**src/rtl/load_store_seq_pkg.sv**
```systemverilog
// Shared encodings for the load/store sequencer: access sizes, FSM states and beat count.
package load_store_seq_pkg;

   localparam logic [1:0] LSU_SIZE_BYTE = 2'b00;
   localparam logic [1:0] LSU_SIZE_HALF = 2'b01;
   localparam logic [1:0] LSU_SIZE_WORD = 2'b10;
   localparam logic [1:0] LSU_SIZE_RSVD = 2'b11;

   typedef enum logic [1:0] {
      LSU_IDLE   = 2'b00,
      LSU_ACCESS = 2'b01,
      LSU_DONE   = 2'b10
   } lsu_state_t;

   function automatic logic [2:0] lsu_beats(input logic [1:0] size);
      case (size)
         LSU_SIZE_BYTE: lsu_beats = 3'd1;
         LSU_SIZE_HALF: lsu_beats = 3'd2;
         default:       lsu_beats = 3'd4;
      endcase
   endfunction

endpackage

```
**src/rtl/load_store_seq_extend.sv**
```systemverilog
// Combinational sign/zero extension of the captured load bytes to a full register word.
module lsu_extend
   import load_store_seq_pkg::*;
#(
   parameter int DATA_W = 32
) (
   input  logic [DATA_W-1:0] bytes,
   input  logic [1:0]        size,
   input  logic              sign_ext,
   output logic [DATA_W-1:0] result
);

   always_comb begin
      result = bytes;
      case (size)
         LSU_SIZE_BYTE: result = {{(DATA_W-8){sign_ext & bytes[7]}}, bytes[7:0]};
         LSU_SIZE_HALF: result = {{(DATA_W-16){sign_ext & bytes[15]}}, bytes[15:0]};
         default:       result = bytes;
      endcase
   end

endmodule

```
**src/rtl/load_store_seq.sv**
```systemverilog
// Byte-serial load/store sequencer between the pipeline and a byte-wide data memory.
// Optional feature: define LSU_ALIGN_CHECK_EN to reject misaligned half/word accesses.
module load_store_seq
   import load_store_seq_pkg::*;
#(
   parameter int ADDR_W = 32,
   parameter int DATA_W = 32,
   parameter int MEM_W  = 8
) (
   input  logic              clk_in,
   input  logic              reset_in,
   input  logic              req_valid_in,
   output logic              req_ready_out,
   input  logic              req_we_in,
   input  logic [1:0]        req_size_in,
   input  logic              req_signed_in,
   input  logic [ADDR_W-1:0] req_addr_in,
   input  logic [DATA_W-1:0] req_wdata_in,
   output logic              rsp_valid_out,
   output logic [DATA_W-1:0] rsp_rdata_out,
   output logic              rsp_err_out,
   output logic [ADDR_W-1:0] mem_addr_out,
   output logic              mem_we_out,
   output logic [MEM_W-1:0]  mem_wd_out,
   input  logic [MEM_W-1:0]  mem_rd_in
);

   lsu_state_t        state_q, state_d;
   logic              accept, req_err, last_beat;
   logic [1:0]        beat_q, size_q;
   logic              we_q, signed_q, err_q;
   logic [ADDR_W-1:0] base_q, last_addr_q, beat_addr;
   logic [DATA_W-1:0] wdata_q, rdata_q, ext_data;

   assign req_ready_out = (state_q == LSU_IDLE);
   assign accept        = req_valid_in & req_ready_out;
   assign beat_addr     = base_q + ADDR_W'(beat_q);
   assign last_beat     = ({1'b0, beat_q} == (lsu_beats(size_q) - 3'd1));
   assign mem_addr_out  = (state_q == LSU_ACCESS) ? beat_addr : last_addr_q;

   // Requests flagged here skip the memory entirely and answer with an error.
   always_comb begin
      req_err = (req_size_in == LSU_SIZE_RSVD);
`ifdef LSU_ALIGN_CHECK_EN
      if (req_size_in == LSU_SIZE_HALF && req_addr_in[0])
         req_err = 1'b1;
      if (req_size_in == LSU_SIZE_WORD && (req_addr_in[1:0] != 2'b00))
         req_err = 1'b1;
`endif
   end

   always_ff @(posedge clk_in or negedge reset_in) begin
      if (!reset_in)
         state_q <= LSU_IDLE;
      else
         state_q <= state_d;
   end

   always_comb begin
      state_d = state_q;
      case (state_q)
         LSU_IDLE:   if (accept) state_d = req_err ? LSU_DONE : LSU_ACCESS;
         LSU_ACCESS: if (last_beat) state_d = LSU_DONE;
         LSU_DONE:   state_d = LSU_IDLE;
         default:    state_d = LSU_IDLE;
      endcase
   end

   always_ff @(posedge clk_in or negedge reset_in) begin
      if (!reset_in) begin
         base_q      <= '0;
         last_addr_q <= '0;
         size_q      <= '0;
         we_q        <= 1'b0;
         signed_q    <= 1'b0;
         err_q       <= 1'b0;
         beat_q      <= '0;
         wdata_q     <= '0;
         rdata_q     <= '0;
      end else if (accept) begin
         base_q   <= req_addr_in;
         size_q   <= req_size_in;
         we_q     <= req_we_in;
         signed_q <= req_signed_in;
         err_q    <= req_err;
         wdata_q  <= req_wdata_in;
         beat_q   <= '0;
         rdata_q  <= '0;
      end else if (state_q == LSU_ACCESS) begin
         beat_q      <= beat_q + 2'd1;
         last_addr_q <= beat_addr;
         if (!we_q)
            rdata_q[int'(beat_q)*MEM_W +: MEM_W] <= mem_rd_in;
      end
   end

   always_comb begin
      mem_we_out    = 1'b0;
      mem_wd_out    = '0;
      rsp_valid_out = 1'b0;
      rsp_rdata_out = '0;
      rsp_err_out   = 1'b0;
      case (state_q)
         LSU_ACCESS: begin
            mem_we_out = we_q;
            if (we_q)
               mem_wd_out = wdata_q[int'(beat_q)*MEM_W +: MEM_W];
         end
         LSU_DONE: begin
            rsp_valid_out = 1'b1;
            rsp_err_out   = err_q;
            if (!we_q && !err_q)
               rsp_rdata_out = ext_data;
         end
         default: ;
      endcase
   end

   lsu_extend #(.DATA_W(DATA_W)) u_extend (
      .bytes    (rdata_q),
      .size     (size_q),
      .sign_ext (signed_q),
      .result   (ext_data)
   );

endmodule

```
**config.mk**
```make
export PLATFORM = sky130hd
export DESIGN_NAME = load_store_seq
export DESIGN_NICKNAME = d
export VERILOG_FILES = /design/src/rtl/load_store_seq_pkg.sv /design/src/rtl/load_store_seq_extend.sv /design/src/rtl/load_store_seq.sv
export SDC_FILE = /design/constraint.sdc
export NUM_CORES = 1
export LEC_CHECK = 0
export CAP_MARGIN = 25
export CORE_ASPECT_RATIO = 0.9
export CORE_MARGIN = 2
export CORE_UTILIZATION = 30
export CTS_CLUSTER_SIZE = 12
export DETAILED_ROUTE_END_ITERATION = 10
export SKIP_LAST_GASP = 1
export SLEW_MARGIN = 20
export SYNTH_ARGS = -nofsm -noshare
export SYNTH_HDL_FRONTEND = slang
export SYNTH_HIERARCHICAL = 1
export SYNTH_SLANG_ARGS = --single-unit
```
**constraint.sdc**
```tcl
create_clock -name clk_in -period 3.6 [get_ports clk_in]
set_clock_uncertainty 0.05 [all_clocks]
set_input_delay 0.54 -clock clk_in [delete_from_list [all_inputs] [get_ports clk_in]]
set_output_delay 0.54 -clock clk_in [all_outputs]
set_load 0.005 [all_outputs]
```
; ---- Yosys cells after proc, flatten, opt, wreduce, memory -nomap -nowiden
; Cells that the tools add are included.
[word_totals]
out_inout_bits = 76
latchBits = 0
in_bits = 79
ram_bits = 0
register_bits = 137
romBits = 0
memories = 0
[op_classes]
n_div = 0
magnitude_cmp = 0
shifts = 3
reduce_logical = 8
muxes = 20
n_eq_ne = 8
bitwise = 3
n_addsub = 4
multipliers = 0
[ops]
columns = operator, count
row1 = $mux 32, 6
row2 = $pmux 32 s2, 1
row3 = $neg 5->33, 1
row4 = $shift 8x33->32 const A, 1
row5 = $shiftx 8x33->32, 1
row6 = $add 32x2->32, 1
row7 = $bwmux 32, 1
row8 = $shiftx 32x6->8, 1
row9 = $mux 8, 2
row10 = $mux 2, 5
row11 = $pmux 3 s2, 1
row12 = $eq 2x1->1 const B, 2
row13 = $eq 2x2->1 const B, 2
row14 = $logic_not 2->1, 2
row15 = $ne 2x2->1 const B, 2
row16 = $pmux 2 s2, 1
row17 = $reduce_and 2->1, 2
row18 = $and 1x1->1, 3
row19 = $eq 2x3->1, 1
row20 = $mux 1, 3
row21 = $sub 3x1->3 const B, 1
row22 = $add 2x1->2 const B, 1
row23 = $logic_not 1->1, 2
row24 = $ne 2x1->1 const B, 1
row25 = other kinds (2), 2

; ---- Depth between registers and ports, before layout
[logic_depth]
depth_word = 6
mapped_depth = 9
depth_no_buf = 8

; ---- By module
; The synthesis kept the hierarchy.
[by_module_without_submodules]
columns = mod, area_each_um2, cells_each, seq_area_each_um2, instances
row1 = load_store_seq, 6582.6, 581, 3428.3, 1
row2 = lsu_extend, 385.4, 66, 0.0, 1

; ---- Worst setup path before layout
; Ideal clock, no wire load.
[synth_path]
path_kind = register to output
start = reg beat_q[1]
end = out mem_addr_out[18]
stages_incl_launch_ff = 10
slack_ps = 483
path_buffers = 2
arrival_time_ps = 2527
required_ps = 3010
cell_sequence = dfrtp_1 -> clkbuf_1 -> inv_1 -> fa_1 -> and4b_1 -> buf_2 -> nor4b_2 -> nand4_1 -> xor2_1 -> o21ai_0
[synth_via]
elab_chain_cells = 2
[synth_rtl]
columns = element, line
row1 = from (decl), load_store_seq.sv:30  ; logic [1:0] beat_q, size_q;
row2 = from (signal assigned), load_store_seq.sv:90  ; beat_q <= beat_q + 2'd1;
row3 = $add 32x2->32, load_store_seq.sv:37  ; assign beat_addr = base_q + ADDR_W'(beat_q);
row4 = $mux 32, n/a
row5 = to (decl), load_store_seq.sv:22  ; output logic [ADDR_W-1:0] mem_addr_out,
; No other way between the ends.

; ---- Final worst setup path
[layout_path]
start = reg base_q[0]
end = out mem_addr_out[14]
[layout_via]
elab_chain_cells = 2
[layout_rtl]
columns = element, line
row1 = from (decl), load_store_seq.sv:32  ; logic [ADDR_W-1:0] base_q, last_addr_q, beat_addr;
row2 = from (signal assigned), load_store_seq.sv:81  ; base_q <= req_addr_in;
row3 = $add 32x2->32, load_store_seq.sv:37
row4 = $mux 32, n/a
; No other way between the ends.

==> metrics.cfg <==
[synth]
avgSynthCellArea_sq_um=10.8
synth-compound-area-share_pct=11.6
ys_seq_elements=137
synth_top_family_by_area=simple AND/OR/NAND/NOR gates
synth.area.top_cells=dfrtp_1 49%, mux2_2 11%, o21ai_0 6.2%, nand2_1 5.2%, a22o_1 3.1%
async_reset_ff_share_pct=100
synth.most_common_cell=dfrtp_1
synth_top_area_share_pct=49.2
syn_area_sq_um=6970
synth_fa_ha_area_share_pct=1.54
synth_flop_cell=dfrtp_1
yosysWarnings=6
syn-num-nets=734
yosysSeqAreaShare_pct=49.2
synth_cell_types=54
synthSimpleGateAreaFrac_pct=15.9
syn_inst=647
synthMuxAreaShare_pct=13.4
yosys.area.top_type=dfrtp_1
synth-xor-area-share_pct=3.90
synth_edf_count=0
synth_commonest_cells=137 x dfrtp_1, 97 x nand2_1, 87 x o21ai_0

[placement]
placed_area_sq_um=8740
gp_congestion=0.777
hpwl_um=12800
dp.cells=1060
placement.io_buffers=154
dp_slack_ps=157

[worst_setup_path]
startpoint_type=flop
arrival_ps=2870
cp-end-kind=output pin
cp_max_fo=4
crit_type=flop to output pin
ff2ff_path_depth=6
cp.required_ps=3010

[floorplanning]
die_w_um=165
start_util_pct=30.8
ios=155
fp-row-count=52
dieArea_sq_um=24500
die_h_um=149
coreArea_sq_um=22600

[route]
drc=0
vias_per_cell=4.74
wire_per_inst_um=16.3
wirelength_um=17900
vias=5194
detail-route-antenna-nets=0
first_pass_iters=4
dr.first_iter.drc_count=211

[sta]
setup-tns-final_ps=0
timing.final.hold_violations=0
setup_ws_ps=141
max_slew_margin_pct=40.0
fin_crit_sh_pct=96.1
fmax_ghz=0.289
post-route-min-period_ps=3460
rsz0062_at_grt=yes
worst_pin_slew_ps=900
setup_viol=0
slew_violations=0

[clocking]
cts-root-buf=clkbuf_16
cts_hold_buf=0
cts.sinks=137
htreeDepth=4
cts_tree=yes
clockBufferDepth=2
cts_buffers=17
path_clk_slew_ps=70
worst_skew_pair.late_latency_ps=420

[outcome]
status=complete, no violations

[layout]
fin_util_pct=41.4
fill_cells=2248
fin_area_sq_um=9380
stdcell_count=1096
area.growth.synth_to_final_pct=34.6
drive_gt1_share_pct=18.6
fin_nets=873
antennaDiodeCount=0

[power]
vdd_drop_max_mv=0.387
leakagePower_uw=0.00389
power_per_cell_area_nw_per_um2=837

[grt]
grt_pass1_wl_um=28800
grt_pass1_vias=5255
overflow=0
grt_antenna_before_repair=2
grt_max_degree=91
grt.total_usage_pct=15.2

[min_path]
hold_path_class=input port to asynchronous set/reset pin

[run]
drv_cap=0

==> where the power goes <==
part / internal [uW] / total, uW / switching, uW
clock: 990 / 1690 / 703
sequential: 2220 / 2750 / 539
combinational: 1820 / 3400 / 1580
total: 5020 / 7850 / 2830
==> cell usage in the layout, fill, tap and decap left out, types with 5 or more instances in the layout <==
cell type,count
clkinvlp_4,7
o21ai_0,85
clkdlybuf4s50_1,144
inv_1,8
and2_1,33
clkbuf_16,17
dlymetal6s2s_1,5
nor2_1,8
nand3_1,12
xor2_1,23
a22o_1,25
o21ai_1,10
mux4_2,8
nand4_1,10
buf_4,14
xnor2_1,8
mux2_2,65
dfrtp_1,137
nand2_1,97
ha_1,6
a21o_1,5
and3_1,11
==> worst paths after layout <==
kind                                start                to  slack (ps)
setup / recovery                base_q[0]  mem_addr_out[14]         140
hold / removal                   reset_in   last_addr_q[19]          40
setup reg to reg                beat_q[0]       rdata_q[24]        1280
hold reg to reg            last_addr_q[2]    last_addr_q[2]         420
max in group asynchronous        reset_in       wdata_q[22]        2620
min in group clk_in        last_addr_q[2]    last_addr_q[2]         420
==> logic make-up after synthesis <==
| family | after synthesis |
|---|---|
| buffers and inverters | 59 |
| muxes | 74 |
| DFF | 137 |
| and+or+nand+nor | 203 |
| xor gates and xnor gates | 31 |
| AOI/OAI and AO/OA | 135 |
| adders and majority gates | 8 |
==> flip-flops by register name, summed over array words and instances, names as in the netlist <==
name,flops
we_q,1
signed_q,1
err_q,1
last_addr_q,32
base_q,32
beat_q,2
state_q,2
rdata_q,32
size_q,2
wdata_q,32
==> final cells by class <==
class	count	area, sq um	area share (%)
clock buffer	19	453	4.83
inverter	8	30.0	0.320
multi-input combinational	451	3270	34.9
sequential	137	3430	36.6
timing repair buffer	171	1710	18.2
clock inverter	13	119	1.27
tap	297	372	3.96
==> metrics by stage <==
step | hold WS (ps) | power (uW)
after floorplan | 194 | 4840
after global placement | 400 | 6200
after detailed placement | 410 | 6270
after CTS | 57.4 | 7980
after global routing | 71.0 | 8480
final | 40.3 | 7850
==> metal layers <==
| layer | routed length [um] | track usage [%] |
|---|---|---|
| met5 | 26 | 0 |
| met4 | 214 | 4.35 |
| met3 | 1220 | 4.71 |
| met2 | 8100 | 22.7 |
| met1 | 8360 | 21.3 |
==> critical path, stage by stage (launching register included) <==
cell and delay, ps:
dfrtp_1 360, ha_2 180, inv_1 50, fa_2 350, and4b_2 370, nor2b_4 180, nand4_1 120, xor2_1 170
o21ai_0 160, clkdlybuf4s50_1 520
==> repair_timing <==
action,4_1_cts,5_1_grt
setup endpoints to repair,12,22
buffers inserted,4,0
cloned,0,0
resized for setup,7,12
pin swaps,3,0
hold endpoints to repair,0,0
Note: power is estimated with default switching activity, not from simulation.
